### config.mk
export PLATFORM = sky130hd
export DESIGN_NAME = ps2_keyboard_rx_flat
export DESIGN_NICKNAME = d
export VERILOG_FILES = /design/src/rtl/ps2_keyboard_rx_if.sv /design/src/rtl/ps2_keyboard_rx.sv /design/src/flat_wrapper.sv
export SDC_FILE = /design/constraint.sdc
export NUM_CORES = 1
export LEC_CHECK = 0
export ABC_CLOCK_PERIOD_IN_PS = 2250
export BUFFER_PORTS_ARGS = -buffer_cell sky130_fd_sc_hd__buf_2
export CAP_MARGIN = 20
export CORE_ASPECT_RATIO = 1.75
export CORE_UTILIZATION = 59
export CTS_CLUSTER_DIAMETER = 120
export DETAILED_ROUTE_END_ITERATION = 7
export PLACE_DENSITY = 0.85
export SLEW_MARGIN = 10
export SYNTH_ARGS = -nofsm -noshare
export SYNTH_HDL_FRONTEND = slang
export SYNTH_SLANG_ARGS = --single-unit
export TNS_END_PERCENT = 50
### constraint.sdc
create_clock -name clk -period 2.25 [get_ports clk]
set_input_delay 0.3375 -clock clk [delete_from_list [all_inputs] [get_ports clk]]
set_output_delay 0.3375 -clock clk [all_outputs]
set_load 0.02 [all_outputs]
### src/rtl/ps2_keyboard_rx_if.sv
// ps2_keyboard_rx_if -- signal bundle between a PS/2 keyboard front end and
// its consumer.
//   master : drives ps2_clk, ps2_data and rx_en; observes the receiver results
//   slave  : the receiver itself; returns key_code, tecla_lista, rx_busy and
//            frame_err
interface ps2_keyboard_rx_if;
   logic       ps2_clk;
   logic       ps2_data;
   logic       rx_en;
   logic [7:0] key_code;
   logic       tecla_lista;
   logic       rx_busy;
   logic       frame_err;

   modport master (
      output ps2_clk, ps2_data, rx_en,
      input  key_code, tecla_lista, rx_busy, frame_err
   );

   modport slave (
      input  ps2_clk, ps2_data, rx_en,
      output key_code, tecla_lista, rx_busy, frame_err
   );
endinterface

### src/rtl/ps2_keyboard_rx.sv
// ps2_keyboard_rx -- PS/2 keyboard receiver returning make codes.
//   clk, reset  : system clock and synchronous active-high reset
//   bus (slave) : ps2_clk/ps2_data keyboard lines (asynchronous), rx_en,
//                 key_code (last accepted make code), tecla_lista (one-cycle
//                 new-code strobe), rx_busy (frame in progress), frame_err
//                 (one-cycle parity/stop/timeout error strobe)
// Break sequences (F0 xx) and the E0 extended prefix are consumed silently.
module ps2_keyboard_rx #(
   parameter int unsigned FILTER_LEN  = 8,
   parameter int unsigned TIMEOUT_CYC = 50000
) (
   input logic              clk,
   input logic              reset,
   ps2_keyboard_rx_if.slave bus
);

   localparam int unsigned FW = (FILTER_LEN > 1) ? $clog2(FILTER_LEN) : 1;
   localparam int unsigned TW = $clog2(TIMEOUT_CYC + 1);
   localparam logic [FW-1:0] FILT_MAX = FW'(FILTER_LEN - 1);
   localparam logic [TW-1:0] TO_MAX   = TW'(TIMEOUT_CYC);

   typedef enum logic [1:0] {IDLE, DATA, PARITY, STOP} state_t;

   // synchronizers
   logic [1:0] clk_sync;
   logic [1:0] data_sync;
   logic       clk_s;
   logic       data_s;

   always_ff @(posedge clk) begin
      if (reset) begin
         clk_sync  <= '1;
         data_sync <= '1;
      end else begin
         clk_sync  <= {clk_sync[0], bus.ps2_clk};
         data_sync <= {data_sync[0], bus.ps2_data};
      end
   end

   assign clk_s  = clk_sync[1];
   assign data_s = data_sync[1];

   // clock deglitch: the filtered level flips only after FILTER_LEN
   // consecutive samples that disagree with it; any agreeing sample restarts
   // the run.
   logic [FW-1:0] filt_cnt;
   logic          filt_clk;
   logic          filt_clk_d;
   logic          fall;

   always_ff @(posedge clk) begin
      if (reset) begin
         filt_cnt   <= '0;
         filt_clk   <= 1'b1;
         filt_clk_d <= 1'b1;
      end else begin
         filt_clk_d <= filt_clk;
         if (clk_s == filt_clk) begin
            filt_cnt <= '0;
         end else if (filt_cnt == FILT_MAX) begin
            filt_clk <= clk_s;
            filt_cnt <= '0;
         end else begin
            filt_cnt <= filt_cnt + 1'b1;
         end
      end
   end

   assign fall = filt_clk_d & ~filt_clk;

   // frame FSM
   state_t        state, state_n;
   logic [2:0]    bit_cnt, bit_cnt_n;
   logic [7:0]    shreg, shreg_n;
   logic          par_bit, par_bit_n;
   logic [TW-1:0] to_cnt, to_cnt_n;
   logic          brk, brk_n;
   logic [7:0]    key_q, key_n;
   logic          tecla_q, tecla_n;
   logic          err_q, err_n;

   always_ff @(posedge clk) begin
      if (reset) begin
         state   <= IDLE;
         bit_cnt <= '0;
         shreg   <= '0;
         par_bit <= 1'b0;
         to_cnt  <= '0;
         brk     <= 1'b0;
         key_q   <= '0;
         tecla_q <= 1'b0;
         err_q   <= 1'b0;
      end else begin
         state   <= state_n;
         bit_cnt <= bit_cnt_n;
         shreg   <= shreg_n;
         par_bit <= par_bit_n;
         to_cnt  <= to_cnt_n;
         brk     <= brk_n;
         key_q   <= key_n;
         tecla_q <= tecla_n;
         err_q   <= err_n;
      end
   end

   always_comb begin
      state_n   = state;
      bit_cnt_n = bit_cnt;
      shreg_n   = shreg;
      par_bit_n = par_bit;
      to_cnt_n  = to_cnt;
      brk_n     = brk;
      key_n     = key_q;
      tecla_n   = 1'b0;
      err_n     = 1'b0;

      if (!bus.rx_en) begin
         state_n  = IDLE;
         to_cnt_n = '0;
      end else begin
         to_cnt_n = (state == IDLE || fall) ? '0 : to_cnt + 1'b1;
         case (state)
            IDLE: begin
               if (fall && !data_s) begin
                  state_n   = DATA;
                  bit_cnt_n = '0;
               end
            end
            DATA: begin
               if (fall) begin
                  shreg_n   = {data_s, shreg[7:1]};
                  bit_cnt_n = bit_cnt + 1'b1;
                  if (bit_cnt == 3'd7) state_n = PARITY;
               end
            end
            PARITY: begin
               if (fall) begin
                  par_bit_n = data_s;
                  state_n   = STOP;
               end
            end
            STOP: begin
               if (fall) begin
                  state_n = IDLE;
                  if (data_s && (^{shreg, par_bit})) begin
                     if (shreg == 8'hF0) begin
                        brk_n = 1'b1;
                     end else if (shreg == 8'hE0) begin
                        brk_n = brk;
                     end else if (brk) begin
                        brk_n = 1'b0;
                     end else begin
                        key_n   = shreg;
                        tecla_n = 1'b1;
                     end
                  end else begin
                     err_n = 1'b1;
                  end
               end
            end
            default: state_n = IDLE;
         endcase
         // an edge arriving in the timeout cycle wins; the abort only
         // applies when no fall was processed above
         if (!fall && state != IDLE && to_cnt == TO_MAX) begin
            state_n  = IDLE;
            to_cnt_n = '0;
            err_n    = 1'b1;
         end
      end
   end

   assign bus.key_code    = key_q;
   assign bus.tecla_lista = tecla_q;
   assign bus.rx_busy     = (state != IDLE);
   assign bus.frame_err   = err_q;

endmodule

### src/flat_wrapper.sv
// flat-port wrapper written by rule: the top's interface ports become plain ports
module ps2_keyboard_rx_flat 
#(
   parameter int unsigned FILTER_LEN  = 8,
   parameter int unsigned TIMEOUT_CYC = 50000
)
  (clk, reset, bus_ps2_clk, bus_ps2_data, bus_rx_en, bus_key_code, bus_tecla_lista, bus_rx_busy, bus_frame_err);
  ps2_keyboard_rx_if bus_i ();
  input logic clk;
  input logic reset;
  input wire logic [$bits(bus_i.ps2_clk)-1:0] bus_ps2_clk;
  input wire logic [$bits(bus_i.ps2_data)-1:0] bus_ps2_data;
  input wire logic [$bits(bus_i.rx_en)-1:0] bus_rx_en;
  output wire logic [$bits(bus_i.key_code)-1:0] bus_key_code;
  output wire logic [$bits(bus_i.tecla_lista)-1:0] bus_tecla_lista;
  output wire logic [$bits(bus_i.rx_busy)-1:0] bus_rx_busy;
  output wire logic [$bits(bus_i.frame_err)-1:0] bus_frame_err;
  assign bus_i.ps2_clk = bus_ps2_clk;
  assign bus_i.ps2_data = bus_ps2_data;
  assign bus_i.rx_en = bus_rx_en;
  assign bus_key_code = bus_i.key_code;
  assign bus_tecla_lista = bus_i.tecla_lista;
  assign bus_rx_busy = bus_i.rx_busy;
  assign bus_frame_err = bus_i.frame_err;
  ps2_keyboard_rx #(.FILTER_LEN(FILTER_LEN), .TIMEOUT_CYC(TIMEOUT_CYC)) u_core (.clk(clk), .reset(reset), .bus(bus_i));
endmodule
==> results.txt, run 1 <==
----------------------------------------------------
[Detailed routing]
  Routed Antenna Nets ... 0
  Routed len/inst ... 13.1 um
  Initial DRC Count ... 29
  Total DRC errors in the routed layout ... 0
  Count of vias placed by the detailed router ... 1,665
  Post-Route WL ... 3930 um
  Total iterations of the first detailed-routing run ... 4
  Vias per inst ... 5.57

[STA]
  Final-report hold violation count ... 0
  RSZ-0062 raised after global routing ... no
  Setup TNS ... 0 ns
  Period utilisation layout ... 0.855
  Final worst slack ... 0.327 ns
  Worst max-slew margin expressed relative to the limit ... 0.639
  Post-route minimum period ... 1.92 ns
  Setup violations, final ... 0
  F_max ... 520 MHz
  Final max-slew violation count ... 0
  Tightest Pin Transition ... 0.541 ns
  Clk_skew ... 0.00462 ns
  Hold Worst Slack ... 0.220 ns

[CTS]
  Buffers from clock root to sink, at most ... 2
  Clock root cell ... sky130_fd_sc_hd__clkbuf_8
  Post-CTS Resized ... 0
  Num CTS Buffers ... 5
  Number of post-CTS setup repair buffers ... 0
  Clock Pin Slew Worst Setup and Hold Paths ... 0.08 ns
  Clock tree from TritonCTS ... built
  Deepest level of the CTS H-tree ... 2
  Cts-stage hold buffer count ... 0
  Clock Latency Late Sink ... 0.29 ns
  Clk sinks ... 50

[Logic synthesis]
  Synth warn ... 0
  Post-Syn Instances ... 237
  Summed instance area of the synthesized netlist ... 2270 um2
  Post-synthesis area per instance ... 9.57 um2
  Fraction of the yosys area taken by sequential cells ... 0.442
  Cell type with the highest aggregate area in the netlist ... sky130_fd_sc_hd__dfxtp_1
  Number of different library cells in the post-synthesis netlist ... 42
  Asr flop ratio synth ... 0
  Main area contributors after synthesis ... sky130_fd_sc_hd__dfxtp_1 (44%), sky130_fd_sc_hd__ha_1 (6.1%), sky130_fd_sc_hd__mux2i_1 (5.7%), sky130_fd_sc_hd__nor2_1 (5.6%), sky130_fd_sc_hd__nand2_1 (4.5%)
  Total of flip-flops plus latches after synthesis ... 50
  Area share of the leading cell type in the synthesized netlist ... 0.442
  Top_reg_cell synth ... sky130_fd_sc_hd__dfxtp_1
  Nets in the synthesized netlist ... 253
  Post-synth EDFFs ... 0

[Placed design]
  Final HPWL from detailed placement ... 2890 um
  Post-Place Cells ... 292
  Worst slack at placement ... 0.325 ns
  Buffers added on ports ... 15
  Final weighted congestion in routability-driven placement ... 0.791
  Post-detailed-placement cell area ... 2370 um2

[Pwr]
  Pwr Total ... 1.39 mW
  Peak ir drop on the vdd network ... 0.000444 V
  Leakage ... 0.952 nW
  Areal power density over the cells ... 567 nW/um2

[Finish]
  Most common cell after layout, fill and taps aside ... sky130_fd_sc_hd__dfxtp_1
  Area added between synthesis and finish ... 8.00%
  Fin util ... 0.668
  Top library cells by usage in the layout, fill and taps aside ... sky130_fd_sc_hd__dfxtp_1 (50), sky130_fd_sc_hd__nor2_1 (34), sky130_fd_sc_hd__nand2_1 (27)
  Number of nets in the layout ... 269
  Diodes inserted ... 0
  Post-route design area ... 2450 um2
  Final cell count without fillers ... 299
  Layout cells sized above 1 ... 0.142

[Die]
  Die area ... 4100 um2
  Effective utilization at floorplan ... 0.619
  Die extent in y ... 84.0 um
  Width of the die ... 48.9 um
  Standard-cell rows ... 29
  Top-level port count ... 16
  Placeable core region ... 3660 um2

[Global route]
  Global router's overall resource usage ... 0.226
  First-pass GRT wire length ... 7180 um
  Vias in the first global route ... 1,676
  Largest net degree at the start of global routing ... 32
  Number of antenna violations at the first check in global routing ... 0
  GRT overflow ... 0

[Run status]
  Status ... finished, final reports clean

[Critical path]
  Category of the critical setup timing path ... reg2reg
  Data arrival time of the critical path ... 2.11 ns
  RR Startpoint ... u_core.shreg[4]$_SDFFE_PP0P_
  CP required ... 2.43 ns
  CP Launch Point ... u_core.shreg[4]$_SDFFE_PP0P_
  Kind of start point of the critical path ... flip-flop
  CP max FO ... 9
  Critical Path Sink Type ... flip-flop

[Min path]
  Startpoint of the lowest-slack hold path ... bus_ps2_data
  Worst hold-check path type ... in2reg

[Job]
  Max-cap violations ... 0

----------------------------------------------------
[synthesized netlist by cell type, types with 2 or more instances]
cell / number
sky130_fd_sc_hd__ha_1: 11
sky130_fd_sc_hd__o2111ai_1: 4
sky130_fd_sc_hd__and4_1: 3
sky130_fd_sc_hd__clkbuf_1: 2
sky130_fd_sc_hd__nand2_1: 27
sky130_fd_sc_hd__dfxtp_1: 50
sky130_fd_sc_hd__and3_1: 3
sky130_fd_sc_hd__and2_1: 3
sky130_fd_sc_hd__a22oi_1: 2
sky130_fd_sc_hd__xor2_1: 9
sky130_fd_sc_hd__or2_2: 5
sky130_fd_sc_hd__nor2_1: 34
sky130_fd_sc_hd__inv_1: 6
sky130_fd_sc_hd__nor3_1: 3
sky130_fd_sc_hd__a21oi_1: 9
sky130_fd_sc_hd__mux2i_1: 13
sky130_fd_sc_hd__nor4_1: 2
sky130_fd_sc_hd__nand2b_1: 5
sky130_fd_sc_hd__xnor2_1: 9
sky130_fd_sc_hd__buf_4: 3
sky130_fd_sc_hd__nor2b_1: 5
sky130_fd_sc_hd__nand3_1: 7
sky130_fd_sc_hd__buf_2: 3
[state kept, by name (all words and copies together) (netlist names)]
signal,cells
u_core.data_sync,2
u_core.brk,1
u_core.bus.frame_err,1
u_core.clk_sync,2
u_core.bit_cnt,3
u_core.filt_clk_d,1
u_core.shreg,8
u_core.to_cnt,16
u_core.filt_clk,1
u_core.par_bit,1
u_core.state,2
u_core.filt_cnt,3
u_core.bus.tecla_lista,1
u_core.bus.key_code,8
[worst max-delay path, cell delays in order, from the launching register on]
cell                      delay (ns)
sky130_fd_sc_hd__dfxtp_1        0.44
sky130_fd_sc_hd__xor2_1         0.17
sky130_fd_sc_hd__xnor3_2        0.48
sky130_fd_sc_hd__mux2i_4        0.43
sky130_fd_sc_hd__mux2i_1        0.25
sky130_fd_sc_hd__nor2_1         0.05
[cells by family (layout without fill, tap and decap cells)]
logic type                 after synthesis  count (layout)  share of synthesized area
xor gates and xnor gates                21              21                      0.104
buffers and inverters                   14              30                     0.0298
adders and majority gates               11              11                     0.0607
AOI/OAI and AO/OA                       18              18                     0.0535
and+or+nand+nor                        109             109                      0.243
muxes                                   14              14                     0.0673
DFF                                     50              50                      0.442
[path summary, 6_finish.rpt]
| path | to | slack [ns] | cells past startpoint |
|---|---|---|---|
| setup / recovery | u_core.bus.key_code[4]$_SDFFE_PP0P_ | 0.33 | 5 |
| hold reg to reg | u_core.clk_sync[1]$_SDFF_PP1_ | 0.42 | 1 |
| hold / removal | u_core.data_sync[0]$_SDFF_PP1_ | 0.22 | 2 |
| setup reg to reg | u_core.bus.key_code[4]$_SDFFE_PP0P_ | 0.33 | 5 |
[power by group]
group	switching (mW)	total [mW]	leakage [nW]	internal, mW
Combinational	0.0130	0.0214	0.505	0.00834
Clock	0.268	0.477	0.0438	0.209
Sequential	0.00259	0.890	0.404	0.888
Total	0.284	1.39	0.952	1.10
[area by class of cell]
class	count	area [um2]
fill	312	1220
multi-input combinational	173	1200
sequential	50	1000
timing repair buffer	17	90.1
clock buffer	5	68.8
tap	46	57.6
inverter	6	22.5
clock inverter	2	10.0
[per-layer routing]
metal	GRT usage	wire [um]	vias up
met5	0	0	-
met1	0.224	1480	786
met4	0.158	203	0
met2	0.413	2160	25
met3	0.0346	80	19
li1	-	-	835
Note: power is estimated with default switching activity, not from simulation.
==> run 2: changes to the inputs <==
Settings changed: PLACE_DENSITY 0.85 to not set, PLACE_DENSITY_LB_ADDON set to 0.08.
==> run 2 against run 1 <==
Compared with the run above:
- non-clock buffer count unchanged
- highest routed layer unchanged
- maximum frequency decreased by 1.4%
- sequential share of layout area decreased by 0.19 points
==> results.txt, run 2 (same netlist as run 1, synthesis figures left out) <==
----------------------------------------------------
[Finish]
  Final cell count without fillers ... 300
  Most common cell after layout, fill and taps aside ... sky130_fd_sc_hd__dfxtp_1
  Most flops, register ... u_core.to_cnt
  Area added between synthesis and finish ... 8.50%
  Top library cells by usage in the layout, fill and taps aside ... sky130_fd_sc_hd__dfxtp_1 (50), sky130_fd_sc_hd__nor2_1 (34), sky130_fd_sc_hd__nand2_1 (27)
  Largest register FFs ... 16
  Fin util ... 0.671
  Fill cell total of the finished layout ... 327
  Layout cells sized above 1 ... 0.146
  Diodes inserted ... 0
  Post-route design area ... 2460 um2
  Number of nets in the layout ... 269

[CTS]
  Num CTS Buffers ... 5
  Clock root cell ... sky130_fd_sc_hd__clkbuf_8
  Buffers from clock root to sink, at most ... 2
  Clock Latency Late Sink ... 0.30 ns
  Clock Pin Slew Worst Setup and Hold Paths ... 0.09 ns
  Clock tree from TritonCTS ... built
  Cts-stage hold buffer count ... 0
  Clk sinks ... 50
  Post-CTS Resized ... 0
  Number of post-CTS setup repair buffers ... 0
  Deepest level of the CTS H-tree ... 2

[STA]
  Period utilisation layout ... 0.867
  F_max ... 513 MHz
  RSZ-0062 raised after global routing ... no
  Tightest Pin Transition ... 0.554 ns
  Post-route minimum period ... 1.95 ns
  Final max-slew violation count ... 0
  Worst max-slew margin expressed relative to the limit ... 0.630
  Setup violations, final ... 0
  Clk_skew ... 0.00677 ns
  Setup TNS ... 0 ns
  Final-report hold violation count ... 0

[Detailed routing]
  Vias per inst ... 5.43
  Total iterations of the first detailed-routing run ... 4
  Count of vias placed by the detailed router ... 1,628
  Post-Route WL ... 3830 um
  Routed Antenna Nets ... 0
  Total DRC errors in the routed layout ... 0
  Routed len/inst ... 12.8 um
  Initial DRC Count ... 27

[Run status]
  Status ... finished, final reports clean

[Critical path]
  Critical Path Sink Type ... flip-flop
  Data arrival time of the critical path ... 2.13 ns
  CP Cell Sequence ... xor2_1 > xnor3_2 > mux2i_4 > mux2i_1 > nor2_1
  Depth of the critical timing path with buffers and inverters included ... 5
  CP required ... 2.43 ns
  Worst-case reg-to-reg path depth ... 5
  CP max FO ... 9
  Category of the critical setup timing path ... reg2reg
  CP delay by family, top ... multiplexers
  Max incr delay on CP ... 0.49 ns
  Buf+Inv Stages, Crit Path ... 0
  Kind of start point of the critical path ... flip-flop
  CP max-delay cell ... sky130_fd_sc_hd__xnor3_2

[Placed design]
  Buffers added on ports ... 15
  Final HPWL from detailed placement ... 2910 um
  Post-Place Cells ... 292
  Final weighted congestion in routability-driven placement ... 0.773
  Post-detailed-placement cell area ... 2370 um2

[Global route]
  GRT overflow ... 0
  Number of antenna violations at the first check in global routing ... 0
  Largest net degree at the start of global routing ... 32
  Global router's overall resource usage ... 0.212
  Vias in the first global route ... 1,613
  First-pass GRT wire length ... 6790 um

[Job]
  Max-cap violations ... 0

[Pwr]
  Logic pwr share ... 0.015
  Peak ir drop on the vdd network ... 0.000551 V
  Pint ... 1.11 mW
  Clock share of power ... 0.360
  P_sw ... 311 uW
  Pwr Total ... 1.43 mW
  Areal power density over the cells ... 580 nW/um2
  Leakage ... 0.952 nW
  Net Sw Frac ... 0.218
  Proportion of power drawn by flip-flops and latches ... 0.624

[Min path]
  Cells on Worst Hold Path ... 2
  Worst hold-check path type ... in2reg

[Die]
  Effective utilization at floorplan ... 0.619
  Die extent in y ... 84.0 um
  Top-level port count ... 16
  Width of the die ... 48.9 um
  Die area ... 4100 um2
  Standard-cell rows ... 29
  Placeable core region ... 3660 um2

----------------------------------------------------
==> run 2: cell type report <==
cell class              count  area [um2]  area share
inverters                   6        22.5     0.00916
repair buffers             17        90.1      0.0366
clock buffers               5        68.8      0.0280
flip-flops and latches     50        1000       0.407
multi-input cells         173        1200       0.487
clock inverters             3        21.3     0.00865
well taps                  46        57.6      0.0234
==> run 2: power by group through the flow <==
stage / Clock (mW) / Combinational [mW] / Sequential, mW
after floorplan: 0 / 0.0141 / 0.910
after CTS: 0.533 / 0.0225 / 0.890
after global routing: 0.563 / 0.0248 / 0.891
after detailed placement: 0 / 0.0224 / 0.911
after global placement: 0 / 0.0221 / 0.911
final: 0.514 / 0.0219 / 0.890
==> run 2: stage by stage <==
stage | hold slack [ns] | setup WS, ns
floorplan | 0.389 | 0.447
global placement | 0.402 | 0.372
detailed placement | 0.409 | 0.285
CTS | 0.203 | 0.276
global route | 0.205 | 0.174
finish | 0.212 | 0.300
==> run 2: worst paths after layout <==
| kind | startpoint | to | slack [ns] |
|---|---|---|---|
| max | u_core.shreg[4]$_SDFFE_PP0P_ | u_core.bus.key_code[5]$_SDFFE_PP0P_ | 0.30 |
| min | bus_ps2_clk | u_core.clk_sync[0]$_SDFF_PP1_ | 0.21 |
| max reg2reg | u_core.shreg[4]$_SDFFE_PP0P_ | u_core.bus.key_code[5]$_SDFFE_PP0P_ | 0.30 |
| min reg2reg | u_core.data_sync[0]$_SDFF_PP1_ | u_core.data_sync[1]$_SDFF_PP1_ | 0.43 |
==> run 2: layer usage <==
layer | vias up | share of wire | wire [um] | global-route usage
li1 | 828 | - | - | -
met1 | 775 | 0.40 | 1520 | 0.209
met2 | 17 | 0.56 | 2160 | 0.413
met3 | 8 | 0.019 | 72 | 0.0437
met4 | 0 | 0.019 | 73 | 0.0829
met5 | - | 0 | 0 | 0
==> run 3: changes to the inputs <==
Settings changed: CORE_UTILIZATION 59 to 40.
==> run 3 against run 2 <==
Compared with the run above:
- cell area increased by 2.5%
- flip-flop and latch count unchanged
- critical path type unchanged
- sequential power about the same
- routed wire length increased by 7.2%
- combinational power increased by 2%
- count of clock-buffer cells in the layout increased by 1
- via count decreased by 1.1%
- worst hold slack improved by 0.00094 ns
==> results.txt, run 3 (same netlist as run 1, synthesis figures left out) <==
----------------------------------------------------
[Pwr]
  Net Sw Frac ... 0.219
  Areal power density over the cells ... 567 nW/um2
  Peak ir drop on the vdd network ... 0.000460 V
  Proportion of power drawn by flip-flops and latches ... 0.623
  Leakage ... 0.974 nW
  Clock share of power ... 0.361
  Logic pwr share ... 0.016
  P_sw ... 313 uW
  Pint ... 1.12 mW

[Finish]
  Final cell count without fillers ... 332
  Diodes inserted ... 0
  Top library cells by usage in the layout, fill and taps aside ... sky130_fd_sc_hd__dfxtp_1 (50), sky130_fd_sc_hd__nor2_1 (34), sky130_fd_sc_hd__nand2_1 (27)
  Layout cells sized above 1 ... 0.155
  Area added between synthesis and finish ... 11.2%
  Largest register FFs ... 16
  Post-route design area ... 2520 um2
  Number of nets in the layout ... 273
  Most flops, register ... u_core.to_cnt
  Most common cell after layout, fill and taps aside ... sky130_fd_sc_hd__dfxtp_1

[Critical path]
  Critical Path Sink Type ... flip-flop
  CP required ... 2.45 ns
  Worst-case reg-to-reg path depth ... 5
  CP delay by family, top ... simple AND/OR/NAND/NOR gates
  Data arrival time of the critical path ... 2.14 ns
  RR Startpoint ... u_core.to_cnt[3]$_SDFF_PP0_
  Category of the critical setup timing path ... reg2reg
  Reg-to-reg endpoint ... u_core.to_cnt[15]$_SDFF_PP0_
  CP max-delay cell ... sky130_fd_sc_hd__or4b_2
  Max incr delay on CP ... 0.67 ns
  Worst reg2reg setup slack ... 0.31 ns
  Kind of start point of the critical path ... flip-flop
  Buf+Inv Stages, Crit Path ... 1
  CP Cell Sequence ... or4b_2 > nor4_1 > or4_1 > buf_4 > nor2_1
  CP max FO ... 16

[CTS]
  Clock Latency Late Sink ... 0.31 ns
  Clock tree from TritonCTS ... built
  Cts-stage hold buffer count ... 0
  Clock Pin Slew Worst Setup and Hold Paths ... 0.09 ns
  Clock root cell ... sky130_fd_sc_hd__clkbuf_8
  Post-CTS Resized ... 0
  Deepest level of the CTS H-tree ... 2
  Number of post-CTS setup repair buffers ... 0
  Buffers from clock root to sink, at most ... 2
  Clk sinks ... 50
  Num CTS Buffers ... 5

[Job]
  Max-cap violations ... 0

[Min path]
  Cells on Worst Hold Path ... 2
  Worst hold-check path type ... in2reg
  Startpoint of the lowest-slack hold path ... bus_ps2_data
  Worst hold path endpoint ... u_core.data_sync[0]$_SDFF_PP1_

[Placed design]
  Post-detailed-placement cell area ... 2430 um2
  Post-Place Cells ... 324
  Final weighted congestion in routability-driven placement ... 0.768
  Buffers added on ports ... 15
  Final HPWL from detailed placement ... 3040 um

[Detailed routing]
  Top metal layer carrying routed signals ... met4
  Vias per inst ... 4.85
  Metal2 WL ... 2270 um
  Post-Route WL ... 4110 um
  Total DRC errors in the routed layout ... 0
  Routed wire length on met3 ... 79 um
  Met1 wire length ... 1650 um
  Routed Antenna Nets ... 0
  Routed len/inst ... 12.4 um
  Total iterations of the first detailed-routing run ... 4
  Count of vias placed by the detailed router ... 1,610
  Initial DRC Count ... 63

[STA]
  Worst max-slew margin expressed relative to the limit ... 0.604
  Hold Worst Slack ... 0.213 ns
  Setup TNS ... 0 ns
  Tightest Pin Transition ... 0.593 ns
  F_max ... 515 MHz
  Final max-slew violation count ... 0
  Final-report hold violation count ... 0
  Clk_skew ... 0.0102 ns
  Period utilisation layout ... 0.862
  Setup violations, final ... 0
  RSZ-0062 raised after global routing ... no
  Post-route minimum period ... 1.94 ns

[Die]
  Effective utilization at floorplan ... 0.424
  Width of the die ... 58.9 um
  Placeable core region ... 5340 um2
  Standard-cell rows ... 35
  Die extent in y ... 102 um
  Die area ... 5980 um2
  Top-level port count ... 16

[Run status]
  Status ... finished, final reports clean

[Global route]
  GRT overflow ... 0
  First-pass GRT wire length ... 7160 um
  Largest net degree at the start of global routing ... 32
  Number of antenna violations at the first check in global routing ... 0
  Vias in the first global route ... 1,549
  Global router's overall resource usage ... 0.160

----------------------------------------------------
==> run 3: cell types whose count changed in the layout (fill, tap and decap cells not counted) <==
cell / before / now
sky130_fd_sc_hd__buf_4: 2 / 6
sky130_fd_sc_hd__clkbuf_1: 0 / 1
sky130_fd_sc_hd__clkinvlp_4: 1 / 0
==> run 3: how the worst max path moves through the flow <==
stage,start,end,slack (ns),depth (start not counted)
after floorplan,u_core.to_cnt[3]$_SDFF_PP0_,u_core.to_cnt[7]$_SDFF_PP0_,0.45,6
after global placement,u_core.to_cnt[3]$_SDFF_PP0_,u_core.to_cnt[2]$_SDFF_PP0_,0.33,5
final,u_core.to_cnt[3]$_SDFF_PP0_,u_core.to_cnt[15]$_SDFF_PP0_,0.31,5
after global routing,u_core.to_cnt[3]$_SDFF_PP0_,u_core.to_cnt[9]$_SDFF_PP0_,0.12,5
after detailed placement,u_core.to_cnt[3]$_SDFF_PP0_,u_core.to_cnt[13]$_SDFF_PP0_,0.28,5
after CTS,u_core.to_cnt[3]$_SDFF_PP0_,u_core.to_cnt[15]$_SDFF_PP0_,0.28,5
==> run 3: metrics by stage <==
| step | utilization | total power, mW | setup slack [ns] |
|---|---|---|---|
| floorplan | - | 0.924 | 0.447 |
| CTS | 0.472 | 1.46 | 0.282 |
| global route | 0.472 | 1.50 | 0.120 |
| detailed placement | 0.456 | 0.934 | 0.284 |
| global placement | 0.456 | 0.934 | 0.327 |
| finish | 0.472 | 1.43 | 0.310 |
==> run 3: area by class of cell <==
class	count	area (um2)
inverters	6	22.5
repair buffers	21	120
clock buffers	6	72.6
well taps	74	92.6
multi-input cells	173	1200
fillers	558	2820
clock inverters	2	13.8
flip-flops and latches	50	1000
==> run 3: power groups by stage <==
| stage | combinational, mW | sequential [mW] | clock [mW] |
|---|---|---|---|
| 3_3_place_gp | 0.0229 | 0.911 | 0 |
| 3_5_place_dp | 0.0230 | 0.912 | 0 |
| 6_report | 0.0224 | 0.891 | 0.516 |
| 2_1_floorplan | 0.0141 | 0.910 | 0 |
| 4_1_cts | 0.0230 | 0.891 | 0.549 |
| 5_1_grt | 0.0256 | 0.892 | 0.578 |
==> run 3: per-layer routing <==
layer  track usage  vias to the layer above
met3        0.0294                        7
met5             0                        -
li1              -                      839
met1         0.157                      747
met2         0.302                       17
met4        0.0879                        0
==> run 3: worst reg2reg max path, stage by stage (launching register included) <==
cell                      delay (ns)
sky130_fd_sc_hd__dfxtp_1        0.36
sky130_fd_sc_hd__or4b_2         0.67
sky130_fd_sc_hd__nor4_1         0.35
sky130_fd_sc_hd__or4_1          0.17
sky130_fd_sc_hd__buf_4          0.21
sky130_fd_sc_hd__nor2_1         0.07
